[src/rtl/regfile_writeback.sv]
// Write-port controller for the 32x32 register bank: merges ALU results with in-order load returns,
// tracks pending load destinations per register and flags decode RAW hazards. Optional: WB_PERF_EN.
module regfile_writeback #(
   parameter int unsigned DEPTH = 4
) (
   input  logic        clock,
   input  logic        reset,
   input  logic        alu_valid,
   input  logic [4:0]  alu_rd,
   input  logic [31:0] alu_data,
   input  logic        ld_issue,
   input  logic [4:0]  ld_issue_rd,
   output logic        issue_ready,
   input  logic        ld_valid,
   input  logic [31:0] ld_data,
   input  logic [4:0]  rs1,
   input  logic [4:0]  rs2,
   output logic        hazard_a,
   output logic        hazard_b,
   output logic        rf_we,
   output logic [4:0]  rf_select_d,
   output logic [31:0] rf_input_d,
`ifdef WB_PERF_EN
   output logic [31:0] ld_wait_cycles,
`endif
   output logic        err
);
   localparam int unsigned PW = (DEPTH > 1) ? $clog2(DEPTH) : 1;
   localparam int unsigned CW = $clog2(DEPTH + 1);
   localparam int unsigned RW = 5;
   localparam int unsigned DW = 32;
   localparam int unsigned NREG = 32;

   logic [RW-1:0] tag_mem [DEPTH];
   logic [DW-1:0] data_mem [DEPTH];
   logic [PW-1:0] tag_wr, tag_rd, data_wr, data_rd;
   logic [CW-1:0] tag_cnt, data_cnt, out_cnt;
   logic [CW-1:0] sb_count [NREG];
   logic          ld_done;

   logic issue_acc, issue_err, ret_acc, ret_err, pop, waw_err;

   // Outstanding = tags not yet popped plus a load write currently on the bank port.
   assign issue_ready = (out_cnt < CW'(DEPTH));
   assign issue_acc   = ld_issue & issue_ready;
   assign issue_err   = ld_issue & ~issue_ready;
   assign ret_err     = ld_valid & (data_cnt >= tag_cnt);
   assign ret_acc     = ld_valid & ~ret_err;
   assign pop         = ~alu_valid & (data_cnt != '0);
   assign waw_err     = alu_valid & (sb_count[alu_rd] != '0);
   assign hazard_a    = (rs1 != '0) & (sb_count[rs1] != '0);
   assign hazard_b    = (rs2 != '0) & (sb_count[rs2] != '0);

   // FIFO storage, no reset needed: occupancy counters qualify every read.
   always_ff @(posedge clock) begin
      if (issue_acc) tag_mem[tag_wr] <= ld_issue_rd;
      if (ret_acc)   data_mem[data_wr] <= ld_data;
   end

   always_ff @(posedge clock or posedge reset) begin
      if (reset) begin
         tag_wr   <= '0;
         tag_rd   <= '0;
         data_wr  <= '0;
         data_rd  <= '0;
         tag_cnt  <= '0;
         data_cnt <= '0;
         out_cnt  <= '0;
      end else begin
         if (issue_acc) tag_wr <= tag_wr + 1'b1;
         if (ret_acc)   data_wr <= data_wr + 1'b1;
         if (pop) begin
            tag_rd  <= tag_rd + 1'b1;
            data_rd <= data_rd + 1'b1;
         end
         tag_cnt  <= tag_cnt + CW'(issue_acc) - CW'(pop);
         data_cnt <= data_cnt + CW'(ret_acc) - CW'(pop);
         out_cnt  <= out_cnt + CW'(issue_acc) - CW'(ld_done);
      end
   end

   // Bank write port: ALU has priority, otherwise drain the oldest returned load.
   always_ff @(posedge clock or posedge reset) begin
      if (reset) begin
         rf_we       <= 1'b0;
         rf_select_d <= '0;
         rf_input_d  <= '0;
         ld_done     <= 1'b0;
      end else if (alu_valid) begin
         rf_we       <= (alu_rd != '0);
         rf_select_d <= alu_rd;
         rf_input_d  <= alu_data;
         ld_done     <= 1'b0;
      end else if (pop) begin
         rf_we       <= (tag_mem[tag_rd] != '0);
         rf_select_d <= tag_mem[tag_rd];
         rf_input_d  <= data_mem[data_rd];
         ld_done     <= 1'b1;
      end else begin
         rf_we   <= 1'b0;
         ld_done <= 1'b0;
      end
   end

   // Scoreboard: a load's count drops at the end of its bank-write cycle; x0 never counts.
   always_ff @(posedge clock or posedge reset) begin
      if (reset) begin
         for (int i = 0; i < int'(NREG); i++) sb_count[i] <= '0;
      end else begin
         sb_count[0] <= '0;
         for (int i = 1; i < int'(NREG); i++)
            sb_count[i] <= sb_count[i]
                           + CW'(issue_acc && (ld_issue_rd == RW'(i)))
                           - CW'(ld_done && (rf_select_d == RW'(i)));
      end
   end

   always_ff @(posedge clock or posedge reset) begin
      if (reset) err <= 1'b0;
      else       err <= err | issue_err | ret_err | waw_err;
   end

`ifdef WB_PERF_EN
   // Cycles where returned load data sat waiting behind an ALU write.
   always_ff @(posedge clock or posedge reset) begin
      if (reset)                          ld_wait_cycles <= '0;
      else if (alu_valid && data_cnt != '0) ld_wait_cycles <= ld_wait_cycles + 32'd1;
   end
`endif

endmodule

[config.mk]
export PLATFORM = sky130hd
export DESIGN_NAME = regfile_writeback
export DESIGN_NICKNAME = d
export VERILOG_FILES = /design/src/rtl/regfile_writeback.sv
export SDC_FILE = /design/constraint.sdc
export NUM_CORES = 1
export LEC_CHECK = 0
export BUFFER_PORTS_ARGS = -buffer_cell sky130_fd_sc_hd__buf_2
export CAP_MARGIN = 0
export CORE_MARGIN = 2
export CORE_UTILIZATION = 51
export CTS_CLUSTER_SIZE = 10
export DETAILED_ROUTE_END_ITERATION = 8
export PLACE_DENSITY = 0.81
export SLEW_MARGIN = 20
export SYNTH_ARGS = -nofsm -noshare
export SYNTH_HDL_FRONTEND = slang
export SYNTH_SLANG_ARGS = --single-unit
[constraint.sdc]
create_clock -name clock -period 5.02 [get_ports clock]
set_input_delay 0.251 -clock clock [delete_from_list [all_inputs] [get_ports clock]]
set_output_delay 0.251 -clock clock [all_outputs]
set_load 0.02 [all_outputs]
==> results.ini, run 1 <==
[sta]
timing.fmax_mhz = 300
maxSlewViolCount = 0
slew_headroom_pct = 28.3
worst_slack_ns = 1.68
finalHoldViolCount = 0
post-route-period-util_pct = 66.5
finalSetupTns_ns = 0
setup_viol = 0
rsz0062_at_grt = no
period_minus_slack_ns = 3.34
skew_ns = 0.00936
worstMarginPinSlew_ns = 1.07

[synth]
synth.net_count = 1235
synth_edf_count = 148
synth_seq_area_share_pct = 57.6
synth_most_common_cell = dfrtp_1
synthTopCellsByArea = edfxtp_1 31%, dfrtp_1 26%, mux4_2 7.6%, ha_1 6.9%, fa_1 4.8%
synth_common_cells = 150 x dfrtp_1, 148 x edfxtp_1, 122 x inv_1
synth_area_leader_cell = edfxtp_1
synth_warnings = 0
synthArstFlopShare_pct = 50.3
synth_ff_type = dfrtp_1
synth_top_area_share_pct = 31.2
synthDistinctLibCells = 55
avgSynthCellArea_um2 = 13.8
yosys_register_bits = 298
syn_area_um2 = 14200
synth_cells = 1033

[power]
peakVddDrop_uv = 334
p_leak_uw = 0.00704
p_per_area_nw_per_um2 = 576
finalPower_uw = 9650

[floorplan]
ios = 131
core_um2 = 27600
core.rowCount = 61
chipHeight_um = 171
die-area_um2 = 29200
die_x_um = 171
initial_core_util_pct = 51.5

[hold_path]
min-delay-start = alu_data[25]
hold_path_class = in -> reg
min_path_cells = 3
hold_end = rf_input_d[25]$_DFFE_PP0P_

[routing]
routedWlPerCell_um = 19.0
vias = 8814
first_iter_violations = 645
drt_pass1_iterations = 6
vias_per_cell = 5.48
drc = 0
ant_nets = 0
routed_wl_um = 30600

[clocking]
ctsHtreeMaxLevel = 2
cts_tree = built
clk_latency_ns = 0.53
cts_max_path_buffers = 3
clk_pin_slew_ns = 0.05
post-cts-setup-buffers = 0
clock_sinks = 298
cts_buffers = 36
root_buffer = clkbuf_16

[outcome]
status = complete, no violations

[global_route]
grt_antenna_before_repair = 5
grt_pass1_vias = 9166
grt_first_pass_wirelength_um = 48900
overflow = 0
grt_usage_pct = 21.7
grt_max_degree = 104

[cells_and_area]
multi_input_area_um2 = 5410
fill_cells = 2151
layout.nets = 1410
regArea_um2 = 8200
drive_gt1_share_pct = 19.9
postLayoutCellArea_um2 = 16700
area_growth_pct = 17.7
final_cells = 1609

[worst_setup_path]
crit_fanout = 4
reg2reg_depth = 11
reg2reg_slack_ns = 1.92
critPathLaunchType = flip-flop
timing.rr.start = out_cnt[2]$_DFF_PP0_
critPathKind = reg -> out
regToRegEndpoint = sb_count[77]$_DFF_PP0_
critPathTopFamily = simple AND/OR/NAND/NOR gates
critPathSlowestCell = nor3_1
path_cells = nor3_1 > o221ai_1 > a2111oi_1 > nor3b_1 > or4_1 > buf_2
worst-path-buf-inv = 1
critPathArrivalTime_ns = 3.09
critPathMaxStageDelay_ns = 0.62
endpoint_kind = output port
cp_data_required_time_ns = 4.77

[placed_design]
place_area_um2 = 15300
buffer_ports.inserted = 130
placed_cells = 1512
dpl.hpwl_um = 20200
routabilityCongestion = 0.867
dpl_worst_slack_ns = 1.96

[job]
max-cap-violations = 0

## report_power, final
group	leakage [µW]	switching, µW	internal (µW)
registers	0.00312	583	3470
clock network	0.000525	982	1420
logic	0.00339	1720	1460
total	0.00704	3290	6360
## final cells by class
type | count | share of cell area [%]
sequential | 298 | 49.0
multi-input combinational | 574 | 32.3
timing repair buffer | 176 | 6.59
clock buffer | 55 | 6.17
tap | 378 | 2.83
inverter | 122 | 2.77
clock inverter | 3 | 0.269
antenna | 3 | 0.0449
## flip-flops by register name (all words and copies together), names as in the netlist
signal	cells
data_mem	128
data_rd	2
sb_count	93
rf_input_d	32
tag_wr	2
rf_we	1
err	1
out_cnt	3
data_wr	2
ld_done	1
tag_rd	2
tag_cnt	3
tag_mem	20
rf_select_d	5
data_cnt	3
## how the worst max path moves through the flow
stage / start / end / cells after the start
after floorplan: reset / data_cnt[0]$_DFF_PP0_ / 1
after global placement: out_cnt[2]$_DFF_PP0_ / sb_count[77]$_DFF_PP0_ / 11
after detailed placement: out_cnt[2]$_DFF_PP0_ / sb_count[77]$_DFF_PP0_ / 11
after CTS: sb_count[37]$_DFF_PP0_ / hazard_a / 6
after global routing: sb_count[37]$_DFF_PP0_ / hazard_a / 6
final: sb_count[37]$_DFF_PP0_ / hazard_a / 6
## what timing repair did
item / in CTS / in global routing
hold buffers: 35 / 0
gates resized for setup: 0 / 0
endpoints found under the hold margin: 141 / 0
## metal layers
layer,up-vias,share of wire [%],global-route usage [%]
met5,-,0.075,0
met4,4,3.1,7.41
met3,78,7.1,4.37
met2,353,50,37.5
met1,4396,40,27.5
li1,3983,-,-
## kinds of logic (layout without fill, tap and decap cells)
group | after synthesis | after routing | share of synthesized area [%]
AOI/OAI and AO/OA | 83 | 83 | 3.95
adders and majority gates | 113 | 113 | 11.7
buffers and inverters | 161 | 356 | 4.37
other | 0 | 3 | 0
and+or+nand+nor | 213 | 213 | 7.10
xor gates and xnor gates | 74 | 74 | 4.56
DFF | 298 | 298 | 57.6
muxes | 91 | 91 | 10.7
## stage by stage
stage / util, % / hold slack [ns]
6_report: 60.6 / 0.0185
3_3_place_gp: 55.3 / 0.461
4_1_cts: 60.5 / 0.000284
3_5_place_dp: 55.3 / 0.465
2_1_floorplan: - / 0.350
5_1_grt: 60.6 / 0.0235
## layout by cell type (no fill, tap or decap), types with 11 or more instances in the layout
master         instances
dfrtp_1              149
edfxtp_1             148
buf_2                130
inv_1                121
ha_1                  79
nand2_1               77
xnor2_1               63
mux4_2                48
nor2_1                40
mux2i_1               40
clkbuf_16             37
nor3_1                36
o21ai_0               35
dlygate4sd3_1         35
fa_1                  34
clkbuf_1              14
xor2_1                11
## worst reg2reg max path: stages (launching register included)
cell     delay [ns]
dfrtp_1        0.41
nor2b_1        0.46
inv_1          0.25
nor3_1         0.56
nand2_1        0.13
ha_1           0.31
inv_1          0.05
ha_1           0.12
inv_1          0.05
fa_1           0.38
xnor2_1        0.18
xnor2_1        0.13
(Power assumes the default switching activity.)
==> inputs of run 2 (changes only) <==
Clock period 5.02 ns to 3.4 ns, I/O delays scaled along.
==> run 2 against run 1 <==
Clock skew rose by 0.016 ns. Register-to-register slack got worse by 1.4 ns. Critical path type unchanged. Combinational power rose by 49%. Final area rose by 2.5%. Wire length rose by 2.2%. Non-clock buffer count rose by 42. Worst setup slack got worse by 1.4 ns. Via count rose by 3.4%. Cell count rose by 2.7%. Critical endpoint unchanged. Worst hold slack improved by 0.014 ns. First-iteration DRC count rose by 17%.
==> results.ini, run 2 (synthesis results as in run 1) <==
[outcome]
status = complete, no violations  ; unchanged

[placed_design]
routabilityCongestion = 0.852  ; was 0.867
buffer_ports.inserted = 130  ; unchanged
place_area_um2 = 15300  ; about the same
placed_cells = 1518  ; was 1512
dpl.hpwl_um = 20500  ; was 20200 µm

[power]
finalPower_uw = 14300  ; was 9650 µW
p_per_area_nw_per_um2 = 834  ; was 576 nW/µm²
peakVddDrop_uv = 595  ; was 334 µV
p_leak_uw = 0.00721  ; was 0.00704 µW

[sta]
slew_headroom_pct = 43.6  ; was 28.3%
rsz0062_at_grt = no  ; unchanged
skew_ns = 0.0253  ; was 0.00936 ns
worstMarginPinSlew_ns = 0.844  ; was 1.07 ns
setup_viol = 0  ; unchanged
finalSetupTns_ns = 0  ; unchanged
finalHoldViolCount = 0  ; unchanged
timing.fmax_mhz = 323
post-route-period-util_pct = 91.0
period_minus_slack_ns = 3.09
maxSlewViolCount = 0  ; unchanged

[cells_and_area]
diodes = 0  ; was 3
largest_register_ff_count = 128  ; unchanged
mostFrequentLayoutCells = 149 x dfrtp_1, 148 x edfxtp_1, 130 x buf_2, 121 x inv_1, 79 x ha_1  ; unchanged
layout_commonest_cell = dfrtp_1  ; unchanged
largest_register = data_mem  ; unchanged
area_growth_pct = 20.6  ; was 17.7%
final_cells = 1653  ; was 1609
layout.nets = 1452  ; was 1410
postLayoutCellArea_um2 = 17200  ; was 16700 µm²
drive_gt1_share_pct = 19.5  ; was 19.9%
reg_top3 = data_mem (128), sb_count (93), rf_input_d (32)  ; unchanged

[routing]
vias = 9116  ; was 8814
drc = 0  ; unchanged
routed_wl_um = 31300  ; was 30600 µm
ant_nets = 0  ; unchanged
first_iter_violations = 756  ; was 645
routedWlPerCell_um = 18.9  ; was 19.0 µm
vias_per_cell = 5.51  ; was 5.48
drt_pass1_iterations = 8  ; was 6

[clocking]
postCtsResizedCells = 0  ; unchanged
clk_pin_slew_ns = 0.05  ; about the same
cts_tree = built  ; unchanged
post-cts-setup-buffers = 0  ; unchanged
cts_max_path_buffers = 3  ; unchanged
clock_sinks = 298  ; unchanged
hold_buffers = 71  ; was 35
cts_buffers = 36  ; unchanged
ctsHtreeMaxLevel = 2  ; unchanged
clk_latency_ns = 0.52  ; was 0.53 ns
root_buffer = clkbuf_16  ; unchanged

[global_route]
grt_max_degree = 47  ; was 104
grt_antenna_before_repair = 1  ; was 5
met2_usage_pct = 37.7  ; was 37.5%
grt_first_pass_wirelength_um = 50200  ; was 48900 µm
met1_usage_pct = 28.5  ; was 27.5%
grt_pass1_vias = 9620  ; was 9166
grt_usage_pct = 22.2  ; was 21.7%
overflow = 0  ; unchanged
busiest_layer = met2  ; unchanged
grt_use_met3_pct = 4.58  ; was 4.37%

[floorplan]
initial_core_util_pct = 51.5  ; unchanged
die_x_um = 171  ; unchanged
ios = 131  ; unchanged
core_um2 = 27600  ; unchanged
core.rowCount = 61  ; unchanged
chipHeight_um = 171  ; unchanged
die-area_um2 = 29200  ; unchanged

[worst_setup_path]
endpoint_kind = output port  ; unchanged
critPathLaunchType = flip-flop  ; unchanged
cp_data_required_time_ns = 3.23  ; was 4.77 ns
critPathKind = reg -> out  ; unchanged
crit_fanout = 4  ; unchanged
critPathArrivalTime_ns = 2.92  ; was 3.09 ns

[hold_path]
hold_path_class = in -> reg  ; unchanged

[job]
max-cap-violations = 0  ; unchanged

[run 2: area by class of cell]
cell class | count | area (µm²)
Tap cell | 378 | 473
Timing Repair Buffer | 218 | 1530
Multi-Input combinational cell | 574 | 5410
Fill cell | 2061 | 10500
Clock inverter | 5 | 75.1
Inverter | 122 | 462
Sequential cell | 298 | 8200
Clock buffer | 58 | 1000
[run 2: layer usage]
metal | vias to the layer above | wire length, µm
met1 | 4561 | 12400
met5 | - | 13
li1 | 4057 | -
met4 | 2 | 1040
met2 | 416 | 15300
met3 | 80 | 2470
[run 2: power by group]
group / internal (µW) / total, µW / switching (µW)
Sequential: 5130 / 6060 / 937
Clock: 2040 / 3510 / 1470
Combinational: 2210 / 4740 / 2520
[run 2: per-stage QoR]
step | setup WS, ns | hold slack, ns | util [%]
final | 0.306 | 0.0324 | 62.1
after global routing | 0.182 | 0.0351 | 62.1
after CTS | 0.333 | 0.00754 | 62.0
after detailed placement | 0.581 | 0.386 | 55.5
after global placement | 0.677 | 0.382 | 55.5
after floorplan | 0.838 | 0.269 | -
[run 2: worst paths after layout]
check,start,to,slack [ns],cells past startpoint
max,sb_count[37]$_DFF_PP0_,hazard_a,0.31,6
min,alu_data[15],rf_input_d[15]$_DFFE_PP0P_,0.03,3
min reg2reg,sb_count[17]$_DFF_PP0_,sb_count[17]$_DFF_PP0_,0.47,1
min in group asynchronous,reset,tag_cnt[1]$_DFF_PP0_,0.19,3
max reg2reg,out_cnt[2]$_DFF_PP0_,sb_count[47]$_DFF_PP0_,0.55,11
max in group asynchronous,reset,sb_count[44]$_DFF_PP0_,2.40,5
[run 2: worst max-delay path, stage by stage, from the launching register on]
cell,delay (ns)
dfrtp_1,0.42
nor3_1,0.56
o221ai_1,0.20
a2111oi_1,0.41
nor3b_1,0.09
or4_1,0.55
buf_2,0.18
==> inputs of run 3 (changes only) <==
Settings changed: MAX_ROUTING_LAYER set to met4.
Clock period 3.4 ns to 3.5 ns, I/O delays scaled along.
==> run 3 against run 2 <==
Die area did not move. Register-to-register slack got worse by 0.22 ns. Flip-flop and latch count unchanged. Critical endpoint is now sb_count[80]$_DFF_PP0_.
==> results.ini, run 3 (synthesis results as in run 1) <==
[outcome]
status = complete, no violations  ; unchanged

[clocking]
clk_pin_slew_ns = 0.05  ; about the same
cts_tree = built  ; unchanged
ctsHtreeMaxLevel = 2  ; unchanged
root_buffer = clkbuf_16  ; unchanged
cts_buffers = 36  ; unchanged
clk_latency_ns = 0.53  ; was 0.52 ns
cts_max_path_buffers = 3  ; unchanged
clock_sinks = 298  ; unchanged

[sta]
post-route-period-util_pct = 90.7
slew_headroom_pct = 36.7  ; was 43.6%
timing.fmax_mhz = 315
worstMarginPinSlew_ns = 0.949  ; was 0.844 ns
finalHoldViolCount = 0  ; unchanged
rsz0062_at_grt = no  ; unchanged
period_minus_slack_ns = 3.17
finalSetupTns_ns = 0  ; unchanged
maxSlewViolCount = 0  ; unchanged
setup_viol = 0  ; unchanged
skew_ns = 0.0195  ; was 0.0253 ns

[cells_and_area]
fill_cells = 2092  ; was 2061
largest_register_ff_count = 128  ; unchanged
area_growth_pct = 20.4  ; was 20.6%
final_cells = 1652  ; was 1653
drive_gt1_share_pct = 19.3  ; was 19.5%
postLayoutCellArea_um2 = 17100  ; was 17200 µm²
largest_register = data_mem  ; unchanged
layout.nets = 1448  ; was 1452
mostFrequentLayoutCells = 149 x dfrtp_1, 148 x edfxtp_1, 130 x buf_2, 121 x inv_1, 79 x ha_1  ; unchanged
reg_top3 = data_mem (128), sb_count (93), rf_input_d (32)  ; unchanged
layout_commonest_cell = dfrtp_1  ; unchanged

[routing]
routedWlPerCell_um = 19.3  ; was 18.9 µm
first_iter_violations = 804  ; was 756
vias_per_cell = 5.45  ; was 5.51
drt_pass1_iterations = 6  ; was 8
vias = 8998  ; was 9116
ant_nets = 0  ; unchanged
drc = 0  ; unchanged
routed_wl_um = 31800  ; was 31300 µm

[global_route]
grt_pass1_vias = 9638  ; was 9620
grt_usage_pct = 23.5  ; was 22.2%
overflow = 0  ; unchanged
grt_first_pass_wirelength_um = 51100  ; was 50200 µm
grt_antenna_before_repair = 2  ; was 1
grt_max_degree = 91  ; was 47

[floorplan]
die_x_um = 171  ; unchanged
die-area_um2 = 29200  ; unchanged
initial_core_util_pct = 51.5  ; unchanged
ios = 131  ; unchanged
chipHeight_um = 171  ; unchanged
core.rowCount = 61  ; unchanged
core_um2 = 27600  ; unchanged

[worst_setup_path]
critPathSlowestCell = nor3_1  ; unchanged
critPathLaunchType = flip-flop  ; unchanged
timing.rr.start = out_cnt[2]$_DFF_PP0_  ; unchanged
endpoint_kind = flip-flop  ; was output port
crit_path_frequent_cell = inv_1
critPathKind = reg -> reg  ; was reg -> out
critPathMaxStageDelay_ns = 0.53  ; was 0.56 ns
path_cells = nor2b_1 > inv_1 > nor3_1 > nand2_1 > ha_1 > inv_1 > ha_1 > inv_1 > fa_1 > xnor2_1 > xnor2_1  ; was nor3_1 > o221ai_1 > a2111oi_1 > nor3b_1 > or4_1 > buf_2
crit_start = out_cnt[2]$_DFF_PP0_  ; was sb_count[37]$_DFF_PP0_
critPathArrivalTime_ns = 3.61  ; was 2.92 ns
cp_data_required_time_ns = 3.94  ; was 3.23 ns
crit_fanout = 9  ; was 4
reg2reg_depth = 11  ; unchanged

[hold_path]
min_path_cells = 3  ; unchanged
hold_path_class = in -> reg  ; unchanged
min-delay-start = ld_valid  ; was alu_data[15]

[placed_design]
buffer_ports.inserted = 130  ; unchanged
dpl.hpwl_um = 20700  ; was 20500 µm
routabilityCongestion = 0.877  ; was 0.852
placed_cells = 1515  ; was 1518
place_area_um2 = 15300  ; about the same

[power]
p_per_area_nw_per_um2 = 819  ; was 834 nW/µm²
p_leak_uw = 0.00719  ; was 0.00721 µW
peakVddDrop_uv = 578  ; was 595 µV

[job]
max-cap-violations = 0  ; unchanged

run 3: changes by cell type in the layout (fill, tap and decap cells not counted), sizes merged:
cell	delta
buf	-4
clkbuf	+3
clkinv	-1
inv	-1
diode	+2
run 3: through the flow:
step           utilization (%)  setup WS, ns  hold slack, ns  total power, µW
2_1_floorplan                -         0.938           0.274             9050
3_3_place_gp              55.4         0.492           0.342            10200
3_5_place_dp              55.4         0.275           0.347            10500
4_1_cts                   61.9         0.233         0.00351            14100
5_1_grt                   62.0        0.0630          0.0265            14900
6_report                  62.0         0.327          0.0126            14000
run 3: cell type report:
type / instances / area (µm²) / share of cell area (%)
multi-input combinational: 574 / 5420 / 31.6
sequential: 298 / 8200 / 47.9
inverter: 122 / 462 / 2.70
tap: 378 / 473 / 2.76
timing repair buffer: 214 / 1470 / 8.59
antenna: 2 / 5.00 / 0.0292
clock inverter: 3 / 51.3 / 0.300
clock buffer: 61 / 1050 / 6.11
run 3: path summary, 6_finish.rpt:
check	endpoint	slack (ns)
max reg2reg	sb_count[80]$_DFF_PP0_	0.33
max in group asynchronous	sb_count[1]$_DFF_PP0_	2.20
max	sb_count[80]$_DFF_PP0_	0.33
min	err$_DFF_PP0_	0.01
min in group asynchronous	err$_DFF_PP0_	0.35
min reg2reg	sb_count[47]$_DFF_PP0_	0.47
run 3: layer usage:
layer / wire [µm] / global-route usage, % / vias to the layer above / share of wire (%)
li1: - / - / 4071 / -
met1: 12700 / 29.7 / 4465 / 40
met2: 15900 / 38.7 / 395 / 50
met3: 2340 / 4.00 / 67 / 7.4
met4: 909 / 7.96 / 0 / 2.9
met5: 0 / - / - / 0
run 3: where the power goes:
part / switching [µW] / internal [µW]
combinational: 2510 / 2150
sequential: 910 / 4980
clock: 1430 / 2040
total: 4850 / 9170
run 3: worst max-delay path: cells and delay by family (launching register included):
| kind | cells | cell delay [ns] |
|---|---|---|
| AND/OR/NAND/NOR | 3 | 1.09 |
| adder cells (fa/ha/maj) | 3 | 0.84 |
| XOR/XNOR | 2 | 0.39 |
| flip-flops | 1 | 0.41 |
| buffers and inverters | 3 | 0.36 |
run 3: what timing repair did:
item | in CTS | in global routing
setup endpoints to repair | 0 | 1
gates resized for setup | 0 | 1
hold endpoints to repair | 210 | 0
buffers inserted | 0 | 0
hold buffers | 71 | 0
